--- config.mk ---
export PLATFORM = sky130hd
export DESIGN_NAME = div_unit
export DESIGN_NICKNAME = d
export VERILOG_FILES = /design/src/rtl/div_unit_pkg.sv /design/src/rtl/div_step.sv /design/src/rtl/div_unit.sv
export SDC_FILE = /design/constraint.sdc
export NUM_CORES = 1
export LEC_CHECK = 0
export BUFFER_PORTS_ARGS = -buffer_cell sky130_fd_sc_hd__clkbuf_2
export CORE_MARGIN = 4
export CORE_UTILIZATION = 41
export DETAILED_ROUTE_END_ITERATION = 6
export PLACE_DENSITY = 0.61
export SYNTH_ARGS = -nofsm -noshare
export SYNTH_HDL_FRONTEND = slang
export SYNTH_SLANG_ARGS = --single-unit
--- constraint.sdc ---
create_clock -name clk_i -period 5.1 [get_ports clk_i]
set_clock_uncertainty 0.15 [all_clocks]
set_input_delay 0.51 -clock clk_i [delete_from_list [all_inputs] [get_ports clk_i]]
set_output_delay 0.51 -clock clk_i [all_outputs]
set_load 0.01 [all_outputs]
--- src/rtl/div_unit_pkg.sv ---
// rtl/div_unit_pkg.sv - shared divider definitions
// Purpose: ALU control codes for DIV/DIVU, the divider FSM state type,
//          the iteration count and an operand magnitude helper.
// Ports:   none (package).
package div_unit_pkg;

   localparam int DIV_WIDTH = 32;
   localparam int DIV_STEPS = 32;
   localparam int DIV_CNT_W = $clog2(DIV_STEPS);

   // alucontrol codes decoded into start_i / signed_i and used by the HI/LO write mux
   localparam logic [4:0] DIV_CONTROL  = 5'b01010;
   localparam logic [4:0] DIVU_CONTROL = 5'b01011;

   typedef enum logic [1:0] {
      IDLE = 2'd0,
      BUSY = 2'd1,
      DONE = 2'd2
   } div_state_t;

   // Two's-complement magnitude for signed operands; raw value for unsigned ones.
   function automatic logic [DIV_WIDTH-1:0] magnitude(input logic [DIV_WIDTH-1:0] value,
                                                      input logic                 is_signed);
      return (is_signed && value[DIV_WIDTH-1]) ? DIV_WIDTH'(-value) : value;
   endfunction

endpackage

--- src/rtl/div_step.sv ---
// rtl/div_step.sv - one combinational radix-2 restoring division iteration
// Purpose: shift {rem, quot} left by one, trial-subtract the divisor and keep
//          the difference (setting the new quotient bit) when it is non-negative.
// Ports:   rem, quot, divisor in; next_rem, next_quot out (all 32 bits).
module div_step
   import div_unit_pkg::*;
(
   input  logic [DIV_WIDTH-1:0] rem,
   input  logic [DIV_WIDTH-1:0] quot,
   input  logic [DIV_WIDTH-1:0] divisor,
   output logic [DIV_WIDTH-1:0] next_rem,
   output logic [DIV_WIDTH-1:0] next_quot
);

   // The shifted remainder can reach 2*divisor-1, so it needs one extra bit,
   // and the difference one more for the borrow.
   logic [DIV_WIDTH:0]   rem_shift;
   logic [DIV_WIDTH+1:0] trial;

   always_comb begin
      rem_shift = {rem, quot[DIV_WIDTH-1]};
      trial     = {1'b0, rem_shift} - {2'b00, divisor};
      if (!trial[DIV_WIDTH+1]) begin
         next_rem  = trial[DIV_WIDTH-1:0];
         next_quot = {quot[DIV_WIDTH-2:0], 1'b1};
      end else begin
         next_rem  = rem_shift[DIV_WIDTH-1:0];
         next_quot = {quot[DIV_WIDTH-2:0], 1'b0};
      end
   end

endmodule

--- src/rtl/div_unit.sv ---
// rtl/div_unit.sv - iterative 32-bit signed/unsigned divider for the EX stage
// Purpose: 32-cycle restoring divide producing quotient (LO) and remainder (HI),
//          stalling the pipeline while busy; divide-by-zero finishes in one cycle.
// Ports:   clk_i, rst_i (async, active-high); start_i, signed_i, ack_i, annul_i,
//          dividend_i, divisor_i in; stall_o, done_o, quot_o, rem_o out.
module div_unit
   import div_unit_pkg::*;
#(
   parameter int WIDTH = 32
) (
   input  logic             clk_i,
   input  logic             rst_i,
   input  logic             start_i,
   input  logic             signed_i,
   input  logic             ack_i,
   input  logic             annul_i,
   input  logic [WIDTH-1:0] dividend_i,
   input  logic [WIDTH-1:0] divisor_i,
   output logic             stall_o,
   output logic             done_o,
   output logic [WIDTH-1:0] quot_o,
   output logic [WIDTH-1:0] rem_o
);

   localparam logic [DIV_CNT_W-1:0] LAST_STEP = DIV_CNT_W'(DIV_STEPS - 1);

   div_state_t           state;
   logic [DIV_CNT_W-1:0] cnt;
   logic [WIDTH-1:0]     rem_q;
   logic [WIDTH-1:0]     quot_q;
   logic [WIDTH-1:0]     divisor_q;
   logic                 neg_quot;
   logic                 neg_rem;
   logic [WIDTH-1:0]     next_rem;
   logic [WIDTH-1:0]     next_quot;

   // quot_q starts as |dividend| and is shifted out into rem_q as quotient bits shift in.
   div_step u_step (
      .rem       (rem_q),
      .quot      (quot_q),
      .divisor   (divisor_q),
      .next_rem  (next_rem),
      .next_quot (next_quot)
   );

   // Low in DONE so the pipeline captures the result in that cycle.
   assign stall_o = start_i & ~done_o & ~annul_i;

   always_ff @(posedge clk_i or posedge rst_i) begin
      if (rst_i) begin
         state     <= IDLE;
         cnt       <= '0;
         rem_q     <= '0;
         quot_q    <= '0;
         divisor_q <= '0;
         neg_quot  <= 1'b0;
         neg_rem   <= 1'b0;
         done_o    <= 1'b0;
         quot_o    <= '0;
         rem_o     <= '0;
      end else if (annul_i) begin
         // Abort without touching the visible results.
         state  <= IDLE;
         done_o <= 1'b0;
      end else begin
         case (state)
            IDLE: begin
               if (start_i) begin
                  neg_quot  <= signed_i & (dividend_i[WIDTH-1] ^ divisor_i[WIDTH-1]);
                  neg_rem   <= signed_i & dividend_i[WIDTH-1];
                  divisor_q <= magnitude(divisor_i, signed_i);
                  quot_q    <= magnitude(dividend_i, signed_i);
                  rem_q     <= '0;
                  cnt       <= '0;
                  if (divisor_i == '0) begin
                     state  <= DONE;
                     done_o <= 1'b1;
                     quot_o <= '1;
                     rem_o  <= dividend_i;
                  end else begin
                     state <= BUSY;
                  end
               end
            end
            BUSY: begin
               rem_q  <= next_rem;
               quot_q <= next_quot;
               cnt    <= cnt + 1'b1;
               if (cnt == LAST_STEP) begin
                  // Sign fix-up; 0x80000000 / -1 wraps back to 0x80000000.
                  state  <= DONE;
                  done_o <= 1'b1;
                  quot_o <= neg_quot ? WIDTH'(-next_quot) : next_quot;
                  rem_o  <= neg_rem  ? WIDTH'(-next_rem)  : next_rem;
               end
            end
            DONE: begin
               if (ack_i || !start_i) begin
                  state  <= IDLE;
                  done_o <= 1'b0;
               end
            end
            default: begin
               state  <= IDLE;
               done_o <= 1'b0;
            end
         endcase
      end
   end

endmodule

# Yosys cells after proc, flatten, opt, wreduce, memory -nomap -nowiden
# Index checks and enable logic that the tools add are counted.
dict set report op_classes {
  reduce_logical 12
  n_mux 32
  bitwise_logic 7
  eq_ne 10
  add_sub_neg 6
}
# cell count
set op_table {}
lappend op_table {{2-to-1 mux 32 bit} 13}
lappend op_table {{one-hot mux 32 bit (2 select lines)} 4}
lappend op_table {{negator 32 bit} 4}
lappend op_table {{subtractor 33 x 32 -> 34 bit} 1}
lappend op_table {{zero test 32 bit} 1}
lappend op_table {{inequality test 3 bit (second input constant)} 4}
lappend op_table {{2-to-1 mux 2 bit} 5}
lappend op_table {{one-hot mux 5 bit (2 select lines)} 1}
lappend op_table {{AND reduction 3 bit} 3}
lappend op_table {{2-to-1 mux 1 bit} 6}
lappend op_table {{inequality test 2 bit (second input constant)} 3}
lappend op_table {{one-hot mux 2 bit (3 select lines)} 1}
lappend op_table {{adder 5 x 1 -> 5 bit (second input constant)} 1}
lappend op_table {{equality test 5 bit (second input constant)} 1}
lappend op_table {{2-to-1 mux 5 bit} 1}
lappend op_table {{AND reduction 5 bit} 1}
lappend op_table {{AND 1 bit} 4}
lappend op_table {{AND reduction 4 bit} 1}
lappend op_table {{one-hot mux 1 bit (3 select lines)} 1}
lappend op_table {{equality test 2 x 1 -> 1 bit (second input constant)} 1}
lappend op_table {{equality test 2 bit (second input constant)} 1}
lappend op_table {{logical AND 1 bit} 2}
lappend op_table {{zero test 2 bit} 1}
lappend op_table {{NOT 1 bit} 2}
lappend op_table {{other kinds (4)} 4}
dict set report totals {
  regBits 170
  out_inout_bits 66
  elab_cells 77
}

# Logic depth before layout (Yosys ltp)
# Gate-level depths: netlist of the first run.
dict set report depth {
  ltp_word 6
  depth_mapped 23
  ltp_nobuf 19
}

# Modules after synthesis
# From an unflattened synthesis of the first run, not the netlist that was laid out.
dict set report hier_totals {
  cells_unflattened 1531
  area_unflattened_um2 12211.7
}
# module cells_per_inst area_each_um2 instances seq_area_each_um2
set modules_own_cells {}
lappend modules_own_cells {div_unit 1128 9605.5 1 4254.1}
lappend modules_own_cells {div_step 403 2606.2 1 0.0}

# Worst setup path after synthesis of the first run
# No wires, ideal clock.
dict set report synth_path {
  path_kind {flip-flop to flip-flop}
  start {register rem_q[3]}
  end {register rem_o[30]}
  synth_period_minus_slack_ns 4.809
  t_arrival_ns 4.522
  required_time_ns 4.813
  setup_slack_ns 0.291
  setup_time_ns 0.137
  path_stages_with_launch 21
  n_path_buf 3
  cell_sequence {dfrtp_1 > ha_1 > o211ai_2 > a21o_1 > a211oi_2 > o31ai_4 > nand2_4 > clkbuf_1 > clkbuf_1 > buf_2 > mux2i_1 > ha_1 > nand2_1 > a21oi_1 > o2111ai_1 > o31a_1 > nor3_1 > nand4b_1 > o41ai_1 > xor2_1 > a21oi_1}
}
dict set report synth_via {
  elab_chain_cells 6
}
# element line_no
set synth_lines {}
lappend synth_lines {{from (decl)} div_unit.sv:29} ;# logic [WIDTH-1:0] rem_q;
lappend synth_lines {{from (signal assigned)} div_unit.sv:86} ;# rem_q <= next_rem;
lappend synth_lines {{subtractor 33 x 32 -> 34 bit} div_step.sv:22} ;# trial = {1'b0, rem_shift} - {2'b00, divisor};
lappend synth_lines {{2-to-1 mux 32 bit *} div_step.sv:23} ;# if (!trial[DIV_WIDTH+1]) begin
lappend synth_lines {{negator 32 bit} div_unit.sv:94} ;# rem_o <= neg_rem ? WIDTH'(-next_rem) : next_rem;
lappend synth_lines {{2-to-1 mux 32 bit *} div_unit.sv:94}
lappend synth_lines {{2-to-1 mux 32 bit *} div_unit.sv:89} ;# if (cnt == LAST_STEP) begin
lappend synth_lines {{one-hot mux 32 bit (2 select lines) *} div_unit.sv:66} ;# case (state)
lappend synth_lines {{to (signal assigned)} div_unit.sv:79} ;# rem_o <= dividend_i;
lappend synth_lines {{to (signal assigned)} div_unit.sv:94}
lappend synth_lines {{to (decl)} div_unit.sv:22} ;# output logic [WIDTH-1:0] rem_o
# Mark *: on every way between the ends. The rest lies on a longest branch, timed or not. The select of a mux whose other input is x is not followed.
# A chain may end at the register's enable or synchronous reset.

# Final worst setup path of the first run
dict set report layout_path {
  start {register rem_q[19]}
  end {register rem_o[30]}
}
# The elaborated chain is that of the path after synthesis.

==> results.sh, run 1 <==
export IMPL_comb_power_share=0.592
export IMPL_timing_setup_tns_ps=0
export IMPL_dp_hpwl_um=26800
export IMPL_drcViolationCount=0
export IMPL_clkLatencyLatePin_ps=440
export IMPL_synth_top_cell_by_area="dfrtp_1"
export IMPL_start_util=0.420
export IMPL_slew_violations=0
export IMPL_synth_avg_cell_area_sq_um=7.84
export IMPL_gr_total_overflow=0
export IMPL_tightest_slew_ps=1150
export IMPL_netlist_area_leader_share=0.349
export IMPL_powerDensity_nw_per_um2=644
export IMPL_synth_area_leaders="dfrtp_1, o21ai_0, nand2_1"
export IMPL_tritoncts="done"
export IMPL_dp_cells=2007
export IMPL_synthFlopType="dfrtp_1"
export IMPL_stdcell_count=2039
export IMPL_drv_cap=0
export IMPL_antenna_found_initial=0
export IMPL_grt_usage=0.217
export IMPL_synthAdderAreaFrac=0.0407
export IMPL_cp_start_kind="flop"
export IMPL_arrival_ps=4840
export IMPL_drive_above_1_share=0.136
export IMPL_syn_nets=1663
export IMPL_ys_ff_latch=170
export IMPL_vias_per_cell=5.63
export IMPL_post_drt_wl_per_cell_um=17.8
export IMPL_post_route_min_period_ps=4680
export IMPL_yosysWarnings=0
export IMPL_mappedNetlistArea_sq_um=12200
export IMPL_clockPowerShare=0.148
export IMPL_fp_dieH_um=180
export IMPL_num_rows=62
export IMPL_core_area_sq_um=29000
export IMPL_p_switching_mw=4.39
export IMPL_gp_congestion=0.896
export IMPL_rrSetupSlack_ps=420
export IMPL_synth_compound_area_frac=0.258
export IMPL_first_global_vias=10700
export IMPL_finalSetupViolations=0
export IMPL_synth_simple_area_share=0.214
export IMPL_cts_setup_buffers=0
export IMPL_cts_resized=0
export IMPL_final_util=0.476
export IMPL_synthArstFlopShare=1.00
export IMPL_synth_top_family_by_area="compound AO/OA/AOI/OAI gates"
export IMPL_htreeDepth=4
export IMPL_crit_path_end_kind="flop"
export IMPL_fmax_mhz=213
export IMPL_critPathKind="reg -> reg"
export IMPL_boundaryPins=136
export IMPL_synth_edf_count=0
export IMPL_hold_viol=0
export IMPL_dr_first_iter_drc_count=873
export IMPL_ff2ff_path_depth=18
export IMPL_cp_required_ps=5260
export IMPL_cts_clk_slew_worst_paths_ps=80
export IMPL_port_buffers=135
export IMPL_syn_instance_count=1554
export IMPL_grt_max_degree=171
export IMPL_power_leakage_nw=5.92
export IMPL_mostFrequentLayoutCell="nand2_1"
export IMPL_seq_area_frac_synth=0.349
export IMPL_synth_area_mux_share=0.0110
export IMPL_layout_nets=1751
export IMPL_power_internal_mw=4.50
export IMPL_cts_made_buffers=17
export IMPL_status="finished, final reports clean"
export IMPL_die_w_um=180
export IMPL_worst_slew_margin_rel=0.232
export IMPL_vias=11500
export IMPL_final_cell_mix="nand2_1, o21ai_0, dfrtp_1"
export IMPL_ant_nets=0
export IMPL_diodes=0
export IMPL_synth_xor_area_frac=0.0827
export IMPL_dieArea_sq_um=32500
export IMPL_rsz0062_at_grt="no"
export IMPL_clock_sinks=170
export IMPL_cts_root_buf="clkbuf_16"
export IMPL_swShare=0.494
export IMPL_holdBufCountCts=0
export IMPL_clockBufferDepth=2
export IMPL_synth_cell_types=74
export IMPL_first_pass_iters=5
export IMPL_hold_path_class="in -> async"
export IMPL_seqPwrFrac=0.260
export IMPL_ir_drop_mv=0.330
export IMPL_routed_wirelength_um=36300
export IMPL_fillers=2909
export IMPL_area_growth_pct=13.4
export IMPL_min_period_over_period=0.918
export IMPL_worstPathMaxFanout=13
export IMPL_grt_pass1_wl_um=58600
==> cell families (layout without fill, tap and decap cells) <==
group / count (synthesis) / in the layout
simple gates: 560 / 560
fa+ha+maj: 39 / 39
xor+xnor: 115 / 115
buf+inv: 140 / 241
mux: 13 / 13
flops: 170 / 170
compound gates: 517 / 517
==> metal layers <==
layer / routed length [um] / up-vias / GRT usage
met4: 509 / 0 / 0.0457
met3: 2240 / 33 / 0.0347
met5: 0 / - / 0
met2: 16400 / 348 / 0.346
met1: 17100 / 5347 / 0.314
li1: - / 5759 / -
==> worst paths after layout <==
kind | from | to
max | rem_q[19] | rem_o[30]
min | rst_i | quot_o[27]
max reg2reg | rem_q[19] | rem_o[30]
min reg2reg | rem_o[0] | rem_o[0]
max in group asynchronous | rst_i | divisor_q[25]
min in group clk_i | divisor_i[1] | divisor_q[1]
==> sequential cells by signal (all words and copies together), names as in the netlist <==
| register | cells |
|---|---|
| neg_quot | 1 |
| quot_o | 32 |
| divisor_q | 32 |
| state | 2 |
| neg_rem | 1 |
| quot_q | 32 |
| done_o | 1 |
| cnt | 5 |
| rem_o | 32 |
| rem_q | 32 |
==> worst max-delay path, stage by stage, from the launching register on <==
cell       delay, ps
dfrtp_1          440
ha_1             540
nand2_1          170
o21ai_1          290
a211oi_1         140
o31a_2           380
nand2_4          150
mux2i_1          300
ha_1             230
nand2_1           70
a21oi_1          200
o2111ai_1        160
o31a_1           220
nor3_1           210
buf_4            170
nand4b_1         130
o41ai_1          350
xor2_1           180
a21oi_1           80
==> power by group through the flow <==
stage	Clock [mW]	Combinational (mW)	Sequential, mW
detailed placement	0	5.20	2.33
floorplan	0	3.77	2.26
global placement	0	5.16	2.31
CTS	1.35	5.22	2.31
finish	1.32	5.26	2.31
global route	1.40	5.86	2.38
==> area by class of cell <==
cell class,count,area [sq um],area share
clock buffers,18,439,0.0318
clock inverters,14,150,0.0109
inverters,55,213,0.0154
multi-input cells,1244,7430,0.538
flip-flops and latches,170,4250,0.308
well taps,384,480,0.0348
repair buffers,154,843,0.0611
==> metrics by stage <==
stage	hold WS, ps	worst slack (ps)	total power [mW]	instance area [sq um]
3_3_place_gp	306	572	7.48	13200
5_1_grt	222	71.3	9.63	13800
2_1_floorplan	295	291	6.02	12200
3_5_place_dp	316	455	7.53	13200
6_report	181	416	8.89	13800
4_1_cts	189	420	8.87	13800
==> cells in the mapped netlist, types with 4 or more instances <==
cell type    n
nand2_1    214
o21ai_0    175
dfrtp_1    170
a21oi_1    160
nor2_1     149
clkbuf_1    70
xor2_1      58
xnor2_1     57
inv_1       53
ha_1        38
nor3_1      29
nand3_1     23
or3_1       23
o31ai_1     19
a31oi_1     18
a22oi_1     17
or4_1       16
a211oi_1    15
nand4_1     15
o41ai_1     15
and3_1      14
nor4_1      13
a21o_1      11
and2_1      11
nand2b_1    11
mux2i_1     10
buf_2        9
o21a_1       9
or2_2        9
a21boi_0     7
a22o_1       7
nand3b_1     7
nor2b_1      7
o211ai_1     6
o221ai_1     6
o22ai_1      6
nor3b_1      5
o21ai_1      5
buf_1        4
nand4b_1     4
o31a_1       4
Power figures use the tool's default switching activity.
==> inputs of run 2 (changes only) <==
BUFFER_PORTS_ARGS = not set   (was -buffer_cell sky130_fd_sc_hd__clkbuf_2)
DONT_BUFFER_PORTS = 1   (was not set)
GPL_TIMING_DRIVEN = 0   (was not set)
PLACE_DENSITY = 0.56   (was 0.61)
==> run 2 against run 1 <==
Effect of this change:
- the flow now finishes with violations (design-rule violations)
- worst hold slack got worse by 160 ps
- combinational power increased by 1%
- routed wire length grew 14%
- core utilization decreased by 0.66 points
- register-to-register slack worse by 340 ps
- sequential cell count did not move
- power is 3.1% higher
- via count is 1.1% higher
- sequential power increased by 6%
- maximum frequency shrank 6.8%
- cell area fell by 1.4%
- largest power group unchanged
==> results.sh, run 2 (synthesized netlist as in run 1, its figures left out) <==
export IMPL_status="finished, violations left"
export IMPL_failed_checks="design-rule violations"
export IMPL_final_cell_mix="nand2_1, o21ai_0, dfrtp_1"
export IMPL_slew_violations=0
export IMPL_ff2ff_path_depth=21
export IMPL_cp_num_buf_inv=4
export IMPL_clockBufferDepth=2
export IMPL_worst_slew_margin_rel=0.307
export IMPL_crit_path_end_kind="flop"
export IMPL_routed_wirelength_um=41400
export IMPL_fin_area_sq_um=13600
export IMPL_hold_viol=0
export IMPL_ir_drop_mv=0.324
export IMPL_drive_above_1_share=0.0773
export IMPL_layout_nets=1688
export IMPL_crit_chain="ha_1 > clkbuf_4 > a21oi_2 > o211ai_2 > a41oi_2 > o31a_4 > nand2_4 > buf_6 > clkbuf_8 > buf_6 > mux2i_4 > ha_4 > nand2_1 > a21oi_2 > o2111ai_1 > o31a_1 > nor3_4 > nand4b_1 > o41ai_2 > xor2_1 > a21oi_1"
export IMPL_htreeDepth=4
export IMPL_cts_clk_slew_worst_paths_ps=70
export IMPL_start_util=0.420
export IMPL_mostFrequentLayoutCell="nand2_1"
export IMPL_gp_congestion=0.977
export IMPL_post_place_ws_ps=-1410
export IMPL_clkLatencyLatePin_ps=450
export IMPL_critPathMaxStageDelay_ps=440
export IMPL_crit_cells=21
export IMPL_post_route_min_period_ps=5030
export IMPL_min_path_cells=1
export IMPL_powerDensity_nw_per_um2=674
export IMPL_power_leakage_nw=5.52
export IMPL_tightest_slew_ps=1030
export IMPL_drcViolationCount=1
export IMPL_fp_dieH_um=180
export IMPL_placedInstanceArea_sq_um=12700
export IMPL_clock_sinks=170
export IMPL_area_growth_pct=11.8
export IMPL_fillers=2955
export IMPL_num_rows=62
export IMPL_dieArea_sq_um=32500
export IMPL_fmax_mhz=199
export IMPL_cp_required_ps=5250
export IMPL_cts_root_buf="clkbuf_16"
export IMPL_diodes=0
export IMPL_cp_start_kind="flop"
export IMPL_core_area_sq_um=29000
export IMPL_dr_first_iter_drc_count=929
export IMPL_cts_made_buffers=17
export IMPL_worstPathMaxFanout=10
export IMPL_crit_family="compound AO/OA/AOI/OAI gates"
export IMPL_post_drt_wl_per_cell_um=20.9
export IMPL_grt_max_degree=40
export IMPL_hold_path_class="in -> reg"
export IMPL_vias_per_cell=5.88
export IMPL_drv_cap=0
export IMPL_ant_nets=0
export IMPL_finalSetupViolations=0
export IMPL_rsz0062_at_grt="yes"
export IMPL_grt_usage=0.249
export IMPL_die_w_um=180
export IMPL_antenna_found_initial=0
export IMPL_first_pass_iters=7
export IMPL_boundaryPins=136
export IMPL_vias=11600
export IMPL_grt_pass1_wl_um=64600
export IMPL_port_buffers=0
export IMPL_cpMaxStageDelayCell="o31a_4"
export IMPL_min_period_over_period=0.986
export IMPL_critPathKind="reg -> reg"
export IMPL_setup_ws_ps=72.9
export IMPL_gr_total_overflow=0
export IMPL_tritoncts="done"
export IMPL_arrival_ps=5180
export IMPL_first_global_vias=11200
export IMPL_dp_hpwl_um=32500
-- run 2: cell count changes in the layout (fill, tap and decap cells not counted), moves of 4 or more --
cell      previous run  this run
inv_8                6         0
buf_4               17         5
clkbuf_1             0        62
ha_2                 0         6
a21oi_1            160       154
clkbuf_2           135         4
ha_1                38        28
ha_4                 0         4
buf_2                0         6
a21oi_2              2         8
dfrtp_2              0         5
dfrtp_1            170       165
-- run 2: final timing paths --
| path | slack (ps) | startpoint | to |
|---|---|---|---|
| worst max-delay path | 70 | rem_q[25] | rem_o[30] |
| worst max register to register | 70 | rem_q[25] | rem_o[30] |
| max in group asynchronous | 3110 | rst_i | rem_q[5] |
| worst min register to register | 330 | divisor_q[9] | divisor_q[9] |
| min in group asynchronous | 510 | rst_i | quot_q[23] |
| worst min-delay path | 20 | dividend_i[6] | quot_q[6] |
-- run 2: what timing repair did --
item | 4_1_cts | 5_1_grt
hold endpoints to repair | 28 | 0
setup endpoints to repair | 22 | 13
hold buffers | 1 | 0
pin swaps | 2 | 8
setup buffers | 2 | 3
resized for setup | 29 | 31
-- run 2: layout make-up --
class	count	area, sq um	area share
flip-flops and latches	170	4260	0.313
clock buffers	17	425	0.0312
repair buffers	10	128	0.00937
well taps	384	480	0.0353
plain buffers	81	359	0.0264
multi-input cells	1244	7570	0.556
clock inverters	15	185	0.0136
inverters	55	213	0.0156
-- run 2: per-stage QoR --
stage / hold slack [ps] / TNS (ps) / instances / utilization / power [mW]
finish: 19.3 / 0 / 1976 / 0.469 / 9.17
global route: 8.76 / -128 / 1976 / 0.469 / 9.87
CTS: 9.93 / 0 / 1973 / 0.465 / 8.95
detailed placement: 321 / -15750 / 1942 / 0.439 / 7.39
global placement: 313 / -17100 / 1938 / 0.436 / 7.32
floorplan: 295 / 0 / 1554 / - / 6.02
-- run 2: power breakdown --
part	leakage (nW)	internal, mW	switching [mW]
logic	3.15	2.03	3.28
registers	2.08	1.82	0.639
clock network	0.295	0.780	0.623
total	5.52	4.63	4.55
-- run 2: layer usage --
metal,global-route usage,part of all wire
met1,0.327,0.44
met2,0.415,0.47
met3,0.0466,0.064
met4,0.0823,0.030
met5,0,0
